--- config.mk ---
export PLATFORM = sky130hd
export DESIGN_NAME = lfsr_period_monitor_flat
export DESIGN_NICKNAME = d
export VERILOG_FILES = /design/src/rtl/lfsr_period_monitor_if.sv /design/src/rtl/lfsr_period_monitor.sv /design/src/flat_wrapper.sv
export SDC_FILE = /design/constraint.sdc
export NUM_CORES = 1
export LEC_CHECK = 0
export ABC_AREA = 0
export BUFFER_PORTS_ARGS = -buffer_cell sky130_fd_sc_hd__buf_2
export CORE_MARGIN = 5
export CORE_UTILIZATION = 58
export CTS_CLUSTER_SIZE = 24
export DETAILED_ROUTE_END_ITERATION = 8
export PLACE_DENSITY = 0.8
export REMOVE_ABC_BUFFERS = 1
export SLEW_MARGIN = 10
export SYNTH_ARGS = -nofsm -noshare
export SYNTH_HDL_FRONTEND = slang
export SYNTH_SLANG_ARGS = --single-unit
--- constraint.sdc ---
create_clock -name clk -period 4.3 [get_ports clk]
set_input_delay 0.215 -clock clk [delete_from_list [all_inputs] [get_ports clk]]
set_output_delay 0.215 -clock clk [all_outputs]
set_load 0.1 [all_outputs]
--- src/rtl/lfsr_period_monitor_if.sv ---
// Bus between an LFSR stage (master) and lfsr_period_monitor (slave).
// The visited/full_cover coverage signals exist only with LFSR_PERIOD_COVER_EN.
interface lfsr_period_monitor_if #(
    parameter int WIDTH = 4,
    parameter int CNT_W = 8
);
    logic [WIDTH-1:0] state_in;
    logic             state_vld;
    logic             start;
    logic             busy;
    logic             done;
    logic [CNT_W-1:0] period;
    logic             stuck;
    logic             ovf;
`ifdef LFSR_PERIOD_COVER_EN
    logic [2**WIDTH-1:0] visited;
    logic                full_cover;
`endif

    modport master (
        output state_in, state_vld, start,
        input  busy, done, period, stuck, ovf
`ifdef LFSR_PERIOD_COVER_EN
        , input visited, full_cover
`endif
    );

    modport slave (
        input  state_in, state_vld, start,
        output busy, done, period, stuck, ovf
`ifdef LFSR_PERIOD_COVER_EN
        , output visited, full_cover
`endif
    );
endinterface

--- src/rtl/lfsr_period_monitor.sv ---
// LFSR period monitor: captures a reference state, counts strobed steps until
// it recurs and reports period, lock-up (period 1) and counter overflow.
// Optional state-coverage bitmap enabled by defining LFSR_PERIOD_COVER_EN.
module lfsr_period_monitor #(
    parameter int WIDTH = 4,
    parameter int CNT_W = 8
) (
    input logic                  clk,
    input logic                  rst,
    lfsr_period_monitor_if.slave bus
);
    typedef enum logic [1:0] {IDLE, ARM, RUN, DONE} state_t;

    state_t           state_q, state_d;
    logic [WIDTH-1:0] ref_q;
    logic [CNT_W-1:0] cnt_q;
    logic [CNT_W-1:0] nxt;
    logic             hit;
    logic             lim;
    logic             busy_q, done_q, stuck_q, ovf_q;
    logic [CNT_W-1:0] period_q;

    assign nxt = cnt_q + CNT_W'(1);
    assign hit = (bus.state_in == ref_q);
    assign lim = (nxt == '1);

    // Next-state decode; start overrides everything, including a same-cycle strobe
    always_comb begin
        state_d = state_q;
        if (bus.start) begin
            state_d = ARM;
        end else begin
            case (state_q)
                IDLE: state_d = IDLE;
                ARM:  if (bus.state_vld) state_d = RUN;
                RUN:  if (bus.state_vld && (hit || lim)) state_d = DONE;
                DONE: state_d = DONE;
                default: state_d = IDLE;
            endcase
        end
    end

    // State register with busy/done registered from the next state
    always_ff @(posedge clk or negedge rst) begin
        if (!rst) begin
            state_q <= IDLE;
            busy_q  <= 1'b0;
            done_q  <= 1'b0;
        end else begin
            state_q <= state_d;
            busy_q  <= (state_d == ARM) || (state_d == RUN);
            done_q  <= (state_d == DONE);
        end
    end

    // Reference capture, step counting and result registers
    always_ff @(posedge clk or negedge rst) begin
        if (!rst) begin
            ref_q    <= '0;
            cnt_q    <= '0;
            period_q <= '0;
            stuck_q  <= 1'b0;
            ovf_q    <= 1'b0;
        end else if (bus.start) begin
            cnt_q    <= '0;
            period_q <= '0;
            stuck_q  <= 1'b0;
            ovf_q    <= 1'b0;
        end else if (bus.state_vld) begin
            if (state_q == ARM) begin
                ref_q <= bus.state_in;
                cnt_q <= '0;
            end else if (state_q == RUN) begin
                // Equality is checked before the overflow limit
                if (hit) begin
                    period_q <= nxt;
                    stuck_q  <= (nxt == CNT_W'(1));
                end else if (lim) begin
                    period_q <= '1;
                    ovf_q    <= 1'b1;
                end else begin
                    cnt_q <= nxt;
                end
            end
        end
    end

    assign bus.busy   = busy_q;
    assign bus.done   = done_q;
    assign bus.period = period_q;
    assign bus.stuck  = stuck_q;
    assign bus.ovf    = ovf_q;

`ifdef LFSR_PERIOD_COVER_EN
    logic [2**WIDTH-1:0] visited_q, visited_d;
    logic                full_cover_q;

    // Mark every state sampled while measuring; cleared by start
    always_comb begin
        visited_d = visited_q;
        if (bus.start) begin
            visited_d = '0;
        end else if (bus.state_vld && ((state_q == ARM) || (state_q == RUN))) begin
            visited_d[bus.state_in] = 1'b1;
        end
    end

    // Coverage registers; full_cover qualifies the bitmap with the done state
    always_ff @(posedge clk or negedge rst) begin
        if (!rst) begin
            visited_q    <= '0;
            full_cover_q <= 1'b0;
        end else begin
            visited_q    <= visited_d;
            full_cover_q <= (state_d == DONE) && (&visited_d);
        end
    end

    assign bus.visited    = visited_q;
    assign bus.full_cover = full_cover_q;
`endif
endmodule

--- src/flat_wrapper.sv ---
// flat-port wrapper written by rule: the top's interface ports become plain ports
module lfsr_period_monitor_flat 
#(
    parameter int WIDTH = 4,
    parameter int CNT_W = 8
)
  (clk, rst, bus_state_in, bus_state_vld, bus_start, bus_busy, bus_done, bus_period, bus_stuck, bus_ovf);
  lfsr_period_monitor_if #(.WIDTH(WIDTH), .CNT_W(CNT_W)) bus_i ();
  input logic clk;
  input logic rst;
  input wire logic [$bits(bus_i.state_in)-1:0] bus_state_in;
  input wire logic [$bits(bus_i.state_vld)-1:0] bus_state_vld;
  input wire logic [$bits(bus_i.start)-1:0] bus_start;
  output wire logic [$bits(bus_i.busy)-1:0] bus_busy;
  output wire logic [$bits(bus_i.done)-1:0] bus_done;
  output wire logic [$bits(bus_i.period)-1:0] bus_period;
  output wire logic [$bits(bus_i.stuck)-1:0] bus_stuck;
  output wire logic [$bits(bus_i.ovf)-1:0] bus_ovf;
  assign bus_i.state_in = bus_state_in;
  assign bus_i.state_vld = bus_state_vld;
  assign bus_i.start = bus_start;
  assign bus_busy = bus_i.busy;
  assign bus_done = bus_i.done;
  assign bus_period = bus_i.period;
  assign bus_stuck = bus_i.stuck;
  assign bus_ovf = bus_i.ovf;
  lfsr_period_monitor #(.WIDTH(WIDTH), .CNT_W(CNT_W)) u_core (.clk(clk), .rst(rst), .bus(bus_i));
endmodule
==> reports/results.txt <==
The number of antenna violations at the first check in global routing was 0. TritonCTS built the clock tree. The setup TNS is 0 ps, and the wire length per cell after detailed routing is 16.4 µm. The primary flip-flop cell chosen by synthesis mapping is sky130_fd_sc_hd__dfrtp_1. The required time at the worst-slack endpoint was 4530 ps; the setup violation total in the final timing report was 0. The multi-input combinational cell area was 711 µm²; the number of synthesized register bits was 26.

The completed layout was analyzed and its total power is 0.594 mW. The total wire length is 3.02 mm. Subtracting the final worst setup slack from the clock period gives 2550 ps.

For met2 alone, demand over resource in global routing was 30.6%. The logs give 3.46% for the global-route track usage on met3 and 3 for the number of buffers added by the clock tree synthesis step. For the combined flip-flop and latch cell area, the log shows 651 µm². The top-level I/O count came out at 20. The floorplan die height was 59.7 µm. STA classifies the critical path endpoint as a flip-flop. The post-CTS clock slew at the launch and capture registers of the worst setup and hold paths works out to 140 ps.

A synthesized cell averages 10.3 µm². For the area enclosed by the die boundary, the log shows 3560 µm². The number of max-slew violations in the final report is 0, and the delay of the slowest cell on the worst path is 530 ps. After synthesis, flip-flops and latches occupy 45.4% of the total area.

At the worst endpoint, the arrival time is 2780 ps. The tightest min-delay check is of the primary input to flip-flop type. The congestion estimate from routability-driven global placement came to 0.930. The netlist uses 40 different library cells.

The count of buffers added on input and output ports is 19. The routed layout has 1140 vias. Most congested layer reported by global routing: met2.

Startpoint kind of the worst setup timing path: a flip-flop. The number of buffer and inverter stages on the critical path was 0; the total placed cells including tap cells was 179. Largest clock skew in the final design: 8.12 ps. Cells fill 64.8% of the core in the end. By area the synthesized netlist is led by sky130_fd_sc_hd__dfrtp_1, sky130_fd_sc_hd__mux2_2, sky130_fd_sc_hd__xnor2_1.

The number of enable flip-flop cells after synthesis came out at 0. The maximum number of pins on one net before global-route repair was 27; the mean number of vias per cell was 6.20. Global routing consumed, on the met1 layer, 25.2% of the routing resources. 0 antenna diodes ended up in the layout. The library cells used most frequently in the layout, excluding fill and tap cells, are sky130_fd_sc_hd__dfrtp_1, sky130_fd_sc_hd__buf_2, sky130_fd_sc_hd__a21oi_1. Of the cells placed in the final design, the portion with a size suffix greater than 1 is 22.7%.

Walking the worst path, the cells encountered are ha_1, xor2_1, nand4_1, o21ai_2, nor3_1, a221o_1. Grouping stages by cell kind, the critical path spends the most delay in compound AO/OA/AOI/OAI gates. For the number of global-route vias before repair, the log shows 1088. The tools report the net total in the final layout as 167.

Leaving out fill and tap cells, the most frequent cell in the layout is sky130_fd_sc_hd__dfrtp_1. For this run, design rule violations remaining after detail routing come to 0. The clock net in this run drives a total of 26 sinks.

The category of the most critical setup path was flip-flop to flip-flop. The layout-stage area growth over the synthesis result is 9.08%, and the reported leakage power is 0.710 nW. Setup repair after global routing left no endpoint under its margin. Root buffer cell: sky130_fd_sc_hd__clkbuf_4.

For this design the ratio of total power to cell area is 380 nW/µm². Timing analysis after detailed placement gives a worst setup slack of 1910 ps. Critical-path maximum fanout: 15. After layout, the worst setup slack is 1750 ps. The count of H-tree levels built during CTS is 1, and the global-route usage over all layers is 19.0%.

Number of search-and-repair iterations in the first detailed-routing pass: 4. The die is 59.7 µm wide. The synthesized design devotes to its leading area cell type 45.4% of total area. The run gives 0 as the final number of hold-violating endpoints.

The worst path uses 59.3% of the clock period. At the pin with the least slew margin, the transition time is 604 ps. The tool flagged a number of max-cap violations equal to 0. Once the floorplan was initialized, standard cells occupied 59.4% of the core. Gates resized during post-CTS repair numbered 0. The tools report the placed wire-length estimate after detailed placement as 2.19 mm. The tools report the number of warnings issued by yosys as 0. The run finished with clean final reports.

Static timing analysis puts the maximum clock frequency at 0.392 GHz. The largest voltage drop on the vdd net came out at 0.281 mV. The fraction of synthesis flops using an asynchronous set or reset pin works out to 100%. The longest clock path from root to sink contains 2 buffers. The wire length of the first global-routing pass was 5.13 mm.

Synthesis produced 139 cells. Count of fill cells added during filler insertion: 188. The floorplan has 18 rows. Post-CTS setup-driven buffer insertion count: 0. The run gives 1430 µm² as the area of the mapped netlist.

The dominant cell type by area after synthesis is sky130_fd_sc_hd__dfrtp_1. The area of the core is 2410 µm², and the relative max-transition margin is 59.7%. Slowest stage cell on the critical path: sky130_fd_sc_hd__o21ai_2.

The detail route stage leaves a number of antenna-violating nets equal to 0. The count of non-filler cells in the finished layout is 184. In this run, the number of DRC markers left after iteration 0 of detailed routing was 83. The insertion delay of the later-clocked pin in the worst-skew pair was 330 ps; the residual overflow from global routing was 0.
[layer usage]
layer | share of wire [%] | routed length [µm]
met5 | 0 | 0
met4 | 2.3 | 68
met3 | 7.8 | 234
met2 | 49 | 1470
met1 | 41 | 1250
[cell families after synthesis]
family / after synthesis / synth area share (%)
XOR/XNOR: 12 / 8.65
buffers and inverters: 15 / 4.98
flip-flops: 26 / 45.4
adder cells (fa/ha/maj): 4 / 3.49
AO/OA/AOI/OAI: 37 / 18.0
multiplexers: 6 / 4.72
AND/OR/NAND/NOR: 39 / 14.8
[stage by stage]
stage                     cell area [µm²]  hold slack, ps
after floorplan                      1380           -80.6
after global placement               1520             233
after detailed placement             1520             239
after CTS                            1560             139
after global routing                 1560             145
final                                1560             144
[registers in the layout (all words and copies together) (netlist names)]
signal / flops
u_core.bus.busy: 1
u_core.ref_q: 4
u_core.bus.stuck: 1
u_core.bus.ovf: 1
u_core.bus.period: 8
u_core.state_q: 2
u_core.cnt_q: 8
u_core.bus.done: 1
[worst paths after layout]
kind	start	endpoint	slack [ps]	depth (start not counted)
max	u_core.cnt_q[0]	u_core.cnt_q[5]	1750	6
min	bus_state_in[2]	u_core.ref_q[2]	140	2
max reg2reg	u_core.cnt_q[0]	u_core.cnt_q[5]	1750	6
min reg2reg	u_core.bus.ovf	u_core.bus.ovf	540	2
max in group asynchronous	rst	u_core.ref_q[0]	3540	2
min in group asynchronous	rst	u_core.bus.period[1]	390	2
[Yosys cell counts, types with 3 or more instances]
master	instances
sky130_fd_sc_hd__ha_1	4
sky130_fd_sc_hd__nor3_1	5
sky130_fd_sc_hd__nor2_1	6
sky130_fd_sc_hd__inv_1	6
sky130_fd_sc_hd__a21oi_1	11
sky130_fd_sc_hd__a211oi_1	5
sky130_fd_sc_hd__nor2b_1	5
sky130_fd_sc_hd__xor2_1	4
sky130_fd_sc_hd__dfrtp_1	26
sky130_fd_sc_hd__mux2_2	6
sky130_fd_sc_hd__buf_4	3
sky130_fd_sc_hd__buf_2	3
sky130_fd_sc_hd__nand3_1	6
sky130_fd_sc_hd__xnor2_1	7
sky130_fd_sc_hd__nand2_1	5
sky130_fd_sc_hd__a21o_1	3
sky130_fd_sc_hd__o211ai_1	3
[power breakdown]
group,switching (mW),internal [mW]
clock network,0.0718,0.0518
logic,0.137,0.0482
registers,0.0175,0.268
total,0.226,0.368
[final cells by class]
| type | count | share of cell area [%] |
|---|---|---|
| Multi-Input combinational cell | 98 | 45.5 |
| Inverter | 6 | 1.44 |
| Timing Repair Buffer | 20 | 6.73 |
| Clock buffer | 4 | 2.32 |
| Tap cell | 30 | 2.40 |
| Sequential cell | 26 | 41.6 |
[what timing repair did]
item / CTS / global route
setup endpoints to repair: 0 / 0
hold buffers: 1 / 0
hold endpoints to repair: 26 / 0
Power figures use the tool's default switching activity.
